<file path="config.mk">
export PLATFORM = sky130hd
export DESIGN_NAME = bus_arbiter_flat
export DESIGN_NICKNAME = d
export VERILOG_FILES = /design/src/rtl/bus_arbiter_if.sv /design/src/rtl/bus_arbiter.sv /design/src/flat_wrapper.sv
export SDC_FILE = /design/constraint.sdc
export NUM_CORES = 1
export LEC_CHECK = 0
export ABC_AREA = 1
export CAP_MARGIN = 20
export CORE_UTILIZATION = 50
export DETAILED_ROUTE_END_ITERATION = 6
export PLACE_DENSITY = 0.72
export SLEW_MARGIN = 20
export SYNTH_ARGS = -nofsm -noshare
export SYNTH_HDL_FRONTEND = slang
export SYNTH_SLANG_ARGS = --single-unit
</file>
<file path="constraint.sdc">
create_clock -name CLK -period 1.75 [get_ports CLK]
set_input_delay 0.2625 -clock CLK [delete_from_list [all_inputs] [get_ports CLK]]
set_output_delay 0.2625 -clock CLK [all_outputs]
set_load 0.02 [all_outputs]
</file>
<file path="src/rtl/bus_arbiter_if.sv">
// Shared-bus request/grant bundle between the two requesters and the arbiter.
interface bus_arbiter_if;
    logic [1:0] REQ;
    logic [1:0] GNT;
    logic       BUSY;
    logic       PREEMPT;
    logic       OWNER;

    modport master (output REQ, input GNT, BUSY, PREEMPT, OWNER);
    modport slave  (input REQ, output GNT, BUSY, PREEMPT, OWNER);
endinterface

</file>
<file path="src/rtl/bus_arbiter.sv">
// Two-requester round-robin bus arbiter with a hold limit and idle turnaround
// between owners. All outputs are registered.
module bus_arbiter #(
    parameter int unsigned MAX_HOLD   = 4,
    parameter int unsigned TURNAROUND = 1
) (
    input  logic          CLK,
    input  logic          RST,
    bus_arbiter_if.slave  bus
);
    localparam int unsigned HOLD_W = ($clog2(MAX_HOLD + 1) > 1) ? $clog2(MAX_HOLD + 1) : 1;
    localparam int unsigned TURN_W = ($clog2(TURNAROUND + 1) > 1) ? $clog2(TURNAROUND + 1) : 1;

    typedef enum logic [1:0] {IDLE, GRANT0, GRANT1, TURN} state_e;

    state_e            state_q,   state_d;
    logic [HOLD_W-1:0] hold_q,    hold_d;
    logic [TURN_W-1:0] turn_q,    turn_d;
    logic              prio_q,    prio_d;
    logic [1:0]        gnt_q,     gnt_d;
    logic              busy_q,    busy_d;
    logic              preempt_q, preempt_d;
    logic              owner_q,   owner_d;

    logic cur;
    logic release_req;
    logic decide;
    logic arb_idx;
    logic hold_sat;

    // Next-state, counters and registered outputs.
    always_comb begin
        state_d     = state_q;
        hold_d      = hold_q;
        turn_d      = turn_q;
        prio_d      = prio_q;
        gnt_d       = gnt_q;
        owner_d     = owner_q;
        preempt_d   = 1'b0;
        release_req = 1'b0;
        decide      = 1'b0;
        cur         = (state_q == GRANT1);
        hold_sat    = (hold_q == HOLD_W'(MAX_HOLD));
        arb_idx     = (bus.REQ == 2'b11) ? prio_q : bus.REQ[1];

        case (state_q)
            IDLE: decide = 1'b1;
            GRANT0, GRANT1: begin
                if (!bus.REQ[cur]) begin
                    release_req = 1'b1;
                end else if ((MAX_HOLD != 0) && hold_sat && bus.REQ[~cur]) begin
                    release_req = 1'b1;
                    preempt_d   = 1'b1;
                end else if ((MAX_HOLD != 0) && !hold_sat) begin
                    hold_d = hold_q + HOLD_W'(1);
                end
            end
            TURN: begin
                if (turn_q == TURN_W'(TURNAROUND)) begin
                    decide = 1'b1;
                end else begin
                    turn_d = turn_q + TURN_W'(1);
                end
            end
            default: state_d = IDLE;
        endcase

        // A release either opens a turnaround gap or hands over immediately.
        if (release_req) begin
            if (TURNAROUND > 0) begin
                state_d = TURN;
                turn_d  = TURN_W'(1);
                gnt_d   = 2'b00;
            end else begin
                decide = 1'b1;
            end
        end

        if (decide) begin
            if (|bus.REQ) begin
                state_d = arb_idx ? GRANT1 : GRANT0;
                gnt_d   = arb_idx ? 2'b10 : 2'b01;
                hold_d  = HOLD_W'(1);
                owner_d = arb_idx;
                prio_d  = ~arb_idx;
            end else begin
                state_d = IDLE;
                gnt_d   = 2'b00;
            end
        end

        busy_d = |gnt_d;
    end

    always_ff @(posedge CLK or posedge RST) begin
        if (RST) begin
            state_q   <= IDLE;
            hold_q    <= '0;
            turn_q    <= '0;
            prio_q    <= 1'b0;
            gnt_q     <= 2'b00;
            busy_q    <= 1'b0;
            preempt_q <= 1'b0;
            owner_q   <= 1'b0;
        end else begin
            state_q   <= state_d;
            hold_q    <= hold_d;
            turn_q    <= turn_d;
            prio_q    <= prio_d;
            gnt_q     <= gnt_d;
            busy_q    <= busy_d;
            preempt_q <= preempt_d;
            owner_q   <= owner_d;
        end
    end

    assign bus.GNT     = gnt_q;
    assign bus.BUSY    = busy_q;
    assign bus.PREEMPT = preempt_q;
    assign bus.OWNER   = owner_q;
endmodule

</file>
<file path="src/flat_wrapper.sv">
// flat-port wrapper written by rule: the top's interface ports become plain ports
module bus_arbiter_flat 
#(
    parameter int unsigned MAX_HOLD   = 4,
    parameter int unsigned TURNAROUND = 1
)
  (CLK, RST, bus_REQ, bus_GNT, bus_BUSY, bus_PREEMPT, bus_OWNER);
  bus_arbiter_if bus_i ();
  input  logic CLK;
  input  logic RST;
  input wire logic [$bits(bus_i.REQ)-1:0] bus_REQ;
  output wire logic [$bits(bus_i.GNT)-1:0] bus_GNT;
  output wire logic [$bits(bus_i.BUSY)-1:0] bus_BUSY;
  output wire logic [$bits(bus_i.PREEMPT)-1:0] bus_PREEMPT;
  output wire logic [$bits(bus_i.OWNER)-1:0] bus_OWNER;
  assign bus_i.REQ = bus_REQ;
  assign bus_GNT = bus_i.GNT;
  assign bus_BUSY = bus_i.BUSY;
  assign bus_PREEMPT = bus_i.PREEMPT;
  assign bus_OWNER = bus_i.OWNER;
  bus_arbiter #(.MAX_HOLD(MAX_HOLD), .TURNAROUND(TURNAROUND)) u_core (.CLK(CLK), .RST(RST), .bus(bus_i));
endmodule
</file>
After elaboration in Yosys (flattened, before gate mapping) --
Index checks and enable logic that the tools add are counted.
Operators by class: add/subtract/negate cells 2, $lt $le $gt $ge 2, eq/ne operators 5, mux-type cells 27, bitwise logic cells 2, reductions and logical operators 8
Operator list (count):
- 3-bit two-way mux | 6
- 1-bit two-way mux | 14
- 2-bit two-way mux | 6
- 2-bit equality test (second input constant) | 3
- 2-bit OR reduction | 3
- 1-bit by 2-bit < comparator with 1-bit output (second input constant) | 2
- 2-bit nonzero test | 2
- 3-bit by 1-bit adder with 3-bit output (second input constant) | 1
- 3-bit equality test (second input constant) | 1
- 2-bit by 1-bit equality test with 1-bit output (second input constant) | 1
- 2-bit zero test | 1
- 1-bit inverter | 2
- 1-bit one-hot mux with 2 select lines | 1
- 2-bit AND reduction | 1
- 1-bit adder (second input constant) | 1
- 1-bit logical AND | 1
Word-level totals: register bits 12, input bits 4, output and inout bits 5, logic and storage cells 54

Logic depth before layout (Yosys ltp) --
Gate-level depths: netlist (run 1).
depth in word-level cells 11, depth in mapped cells 10, depth with buffers taken out 10

Worst setup path after synthesis (run 1) --
No wires, ideal clock.
kind register to register, start point register u_core.state_q[0], end point register u_core.state_q[0], library setup time 87 ps, data arrival time 1239 ps, required time 1663 ps, setup slack 425 ps, stages on the path, launching flop included 10, path buffers 0, clock period less this slack 1325 ps, cell sequence dfrtp_1 > inv_1 > ha_1 > inv_1 > nand2_1 > inv_2 > nand2_2 > nor2_2 > inv_1 > o211ai_1
Between the ends: word-level cells in the longest chain between the ends 8, elaborated cells between the ends (all ways) 16, classes of those cells 3 x eq/ne; 9 x mux; 4 x reduce/logical
Ends and longest elaborated chain:
- start, declared | RTL line bus_arbiter.sv:16 | state_e state_q, state_d;
- start signal, assigned | RTL line bus_arbiter.sv:106 | state_q <= state_d;
- 2-bit equality test | RTL line bus_arbiter.sv:42, bus_arbiter.sv:46
- 1-bit two-way mux (implied by the code) (2 in series) | RTL line bus_arbiter.sv:51 | end else if ((MAX_HOLD != 0) && hold_sat && bus.REQ[~cur]) begin
- 1-bit logical AND | RTL line bus_arbiter.sv:51
- 1-bit two-way mux | RTL line bus_arbiter.sv:51
- 1-bit two-way mux | RTL line bus_arbiter.sv:49 | if (!bus.REQ[cur]) begin
- 1-bit two-way mux | RTL line bus_arbiter.sv:46 | case (state_q)
- 2-bit nonzero test (no line)
Parallel ways exist; a longest one is shown, timed or not. The select of a mux whose other input is x is not followed. A chain may end at the register's enable or synchronous reset.

Worst setup path after layout (run 1) --
start point register u_core.state_q[1], end point register u_core.busy_q, in the netlist u_core.bus.BUSY
Between the ends: word-level cells in the longest chain between the ends 10, elaborated cells between the ends (all ways) 17, classes of those cells 3 x eq/ne; 10 x mux; 4 x reduce/logical
Ends and longest elaborated chain:
- 2-bit equality test | RTL line bus_arbiter.sv:42, bus_arbiter.sv:46
- 1-bit two-way mux (implied by the code) (2 in series) | RTL line bus_arbiter.sv:51
- 1-bit logical AND | RTL line bus_arbiter.sv:51
- 1-bit two-way mux | RTL line bus_arbiter.sv:51
- 1-bit two-way mux | RTL line bus_arbiter.sv:49
- 1-bit two-way mux | RTL line bus_arbiter.sv:46
- 2-bit two-way mux | RTL line bus_arbiter.sv:69 | if (release_req) begin
- 2-bit two-way mux * | RTL line bus_arbiter.sv:79 | if (decide) begin
- 2-bit OR reduction * | RTL line bus_arbiter.sv:92 | busy_d = |gnt_d;
- named net u_core.busy_d | RTL line bus_arbiter.sv:21 | logic busy_q, busy_d;
- end signal, assigned | RTL line bus_arbiter.sv:111 | busy_q <= busy_d;
- end, declared | RTL line bus_arbiter.sv:21
Mark *: on every way through the listed nets, which the timed path passes. The rest lies on a longest branch. The select of a mux whose other input is x is not followed.

==> flow_metrics.tcl, run 1 <==
set metrics [dict create \
    grt_pass1_wl_um 1810 \
    relSlewSlack 0.702 \
    grt.total_usage 0.189 \
    syn_area_um2 654 \
    cts_hold_buf 0 \
    crit_type "flip-flop to flip-flop" \
    synth_cell_types 15 \
    pin_count 9 \
    crit_arrival_ns 1.68 \
    power_density_nw_per_um2 1810 \
    cap_violations 0 \
    cts_made_buffers 3 \
    grt_max_degree 13 \
    holdWs_ns 0.277 \
    final_cells 108 \
    area_growth_pct 20.5 \
    fp.dieH_um 38.2 \
    cp_top_family "flip-flops" \
    internal_power_uw 806 \
    busiest_layer "met2" \
    final_util 0.682 \
    path_max_fanout 6 \
    io_buffers 8 \
    drc 0 \
    irDropWorstVdd_mv 1.02 \
    switching_share 0.437 \
    fmax_mhz 662 \
    fin_nets 104 \
    synth_top_area_share 0.459 \
    ctsLongestPathBuffers 2 \
    drtIter0Drc 9 \
    hpwl_um 883 \
    avgSynthCellArea_um2 7.98 \
    path_clk_slew_ns 0.08 \
    cts_tree "yes" \
    post_cts_resized 0 \
    fill_cells 90 \
    drive_gt1_frac 0.149 \
    vias 512 \
    cp.required_ns 1.92 \
    switchingPower_uw 625 \
    final_hold_viol_count 0 \
    drtAntennaViolNets 0 \
    clockRootBuffer "clkbuf_4" \
    synth_top_flop_cell "dfrtp_1" \
    combinationalPowerShare 0.531 \
    critPathSlowestCell "dfrtp_1" \
    ys_ff_latch 12 \
    clkPwrFrac 0.156 \
    cts.htree.levels 1 \
    tns_ns 0 \
    post-cts-setup-buffers 0 \
    max_stage_delay_ns 0.38 \
    status "completed" \
    ys_seq_area_frac 0.459 \
    period_share 0.863 \
    synth_area_leaders "dfrtp_1, inv_1, nand2_1" \
    stdcell_area_um2 788 \
    antenna_found_initial 0 \
    fin_crit_ns 1.51 \
    met3_usage 0.0523 \
    die-area_um2 1460 \
    setup_ws_ns 0.241 \
    clock-sinks 12 \
    synth_edf_count 0 \
    gp_congestion 0.772 \
    cp_cell_sequence "inv_1 -> ha_1 -> inv_1 -> nand2_1 -> inv_2 -> nand2_2 -> nor2_2 -> a21oi_2 -> nand2_1" \
    placed_area_um2 752 \
    power_frac_seq 0.312 \
    power.leakage_nw 0.439 \
    start_kind "flip-flop" \
    placed_cells 104 \
    first_global_vias 466 \
    yosysTopAreaCell "dfrtp_1" \
    tightest_slew_ns 0.447 \
    p_total_mw 1.43 \
    first_pass_iters 4 \
    rows 12 \
    wirelength_um 1100 \
    yosys-top-cells-count "inv_1, nand2_1, dfrtp_1" \
    syn-num-nets 91 \
    synth.most_common_cell "inv_1" \
    via_per_inst 4.74 \
    setup_viol 0 \
    core_um2 1160 \
    grtUsageMet1 0.235 \
    holdCritPathClass "input pin to asynchronous set/reset pin" \
    synth_cells 82 \
    routedWlPerCell_um 10.1 \
    endpoint_kind "flip-flop" \
    skew_ns 0.00272 \
    diodes 0 \
    place_ws_ns 0.229 \
    start_util 0.566 \
    clock_latency_ns 0.28 \
    rsz0062_at_grt "false" \
    crit_buf_inv 3 \
    async_reset_ff_frac 1.00 \
    final-max-slew-violation-count 0 \
    yosys_warnings 0 \
    grt_remaining_overflow 0 \
    chipWidth_um 38.2 \
    met2_usage 0.292 \
]
[flip-flops by register name (all words and copies together) (netlist names)]
| register | count |
|---|---|
| u_core.hold_q | 3 |
| u_core.turn_q | 1 |
| u_core.bus.BUSY | 1 |
| u_core.bus.PREEMPT | 1 |
| u_core.bus.OWNER | 1 |
| u_core.bus.GNT | 2 |
| u_core.state_q | 2 |
| u_core.prio_q | 1 |
[per-layer routing]
| metal | up-vias | wire, um |
|---|---|---|
| met3 | 3 | 41 |
| met2 | 8 | 510 |
| met4 | 0 | 23 |
| met5 | - | 0 |
| met1 | 233 | 520 |
| li1 | 268 | - |
[final cells by class]
cell class                 count  area, um2  share of cell area
inverter                      23       86.3               0.110
timing repair buffer           8       80.1               0.102
multi-input combinational     47        268               0.340
sequential                    12        300               0.381
tap                           14       17.5              0.0222
clock buffer                   4       36.3              0.0460
[cells in the final DEF (no fill, tap or decap)]
| cell type | count |
|---|---|
| inv_1 | 21 |
| nand2_1 | 18 |
| dfrtp_1 | 12 |
| clkdlybuf4s50_1 | 8 |
| nor2_1 | 7 |
| ha_1 | 5 |
| nand2_2 | 3 |
| nand3_1 | 3 |
| clkbuf_4 | 3 |
| inv_2 | 2 |
| a21oi_1 | 2 |
| o211ai_1 | 2 |
| a21oi_2 | 2 |
| o21ai_0 | 2 |
| nand3_2 | 1 |
| o21ai_2 | 1 |
| nor2_2 | 1 |
| clkbuf_8 | 1 |
[power by group through the flow]
| stage | logic [mW] | registers [mW] | clock network, mW |
|---|---|---|---|
| 3_5_place_dp | 0.762 | 0.456 | 0 |
| 4_1_cts | 0.767 | 0.449 | 0.229 |
| 3_3_place_gp | 0.746 | 0.446 | 0 |
| 6_report | 0.760 | 0.447 | 0.224 |
| 5_1_grt | 0.860 | 0.457 | 0.241 |
| 2_1_floorplan | 0.520 | 0.492 | 0 |
[worst paths after layout]
kind	slack, ns	start	cells past startpoint	to
setup reg to reg	0.24	u_core.state_q[1]	9	u_core.bus.BUSY
max in group asynchronous	1.16	RST	2	u_core.turn_q
setup / recovery	0.24	u_core.state_q[1]	9	u_core.bus.BUSY
hold / removal	0.28	RST	2	u_core.bus.OWNER
min in group CLK	0.48	u_core.turn_q	2	u_core.turn_q
hold reg to reg	0.48	u_core.turn_q	2	u_core.turn_q
[cells by family after synthesis]
logic type | Yosys count | synth area share
AO/OA/AOI/OAI | 9 | 0.0937
AND/OR/NAND/NOR | 33 | 0.220
buffers and inverters | 23 | 0.132
flip-flops | 12 | 0.459
adder cells (fa/ha/maj) | 5 | 0.0956
[worst register-to-register path, delay by kind of cell, from the launching register on]
family / cells / cell delay [ns]
buf+inv: 3 / 0.20
flops: 1 / 0.38
compound gates: 1 / 0.13
fa+ha+maj: 1 / 0.34
simple gates: 4 / 0.35
No activity file was read; power rests on OpenSTA's default activity.
==> run 2, diff against run 1 <==
--- a/config.mk
+++ b/config.mk
@@ -9,8 +9,8 @@
 export CAP_MARGIN = 20
 export CORE_UTILIZATION = 50
 export DETAILED_ROUTE_END_ITERATION = 6
+export GPL_TIMING_DRIVEN = 1
 export PLACE_DENSITY = 0.72
-export SLEW_MARGIN = 20
 export SYNTH_ARGS = -nofsm -noshare
 export SYNTH_HDL_FRONTEND = slang
 export SYNTH_SLANG_ARGS = --single-unit
==> results of run 2 <==
Final layout, timing and power as in run 1 (identical DEF).
==> run 3, diff against run 2 <==
==> constraint.sdc (replaced) <==
create_clock -name CLK -period 1.7 [get_ports CLK]
set_input_delay 0.255 -clock CLK [delete_from_list [all_inputs] [get_ports CLK]]
set_output_delay 0.255 -clock CLK [all_outputs]
set_load 0.02 [all_outputs]
==> results of run 3 <==
The final DEF is identical to that of run 1. Status: completed.
Main changes from that run: setup slack after placement 0.229 ns -> 0.186 ns; setup slack after layout 0.241 ns -> 0.191 ns; hold slack 0.277 ns -> 0.270 ns; register-to-register setup slack 0.24 ns -> 0.19 ns; total power 1.43 mW -> 1.47 mW; worst IR drop on VDD 1.02 mV -> 1.05 mV
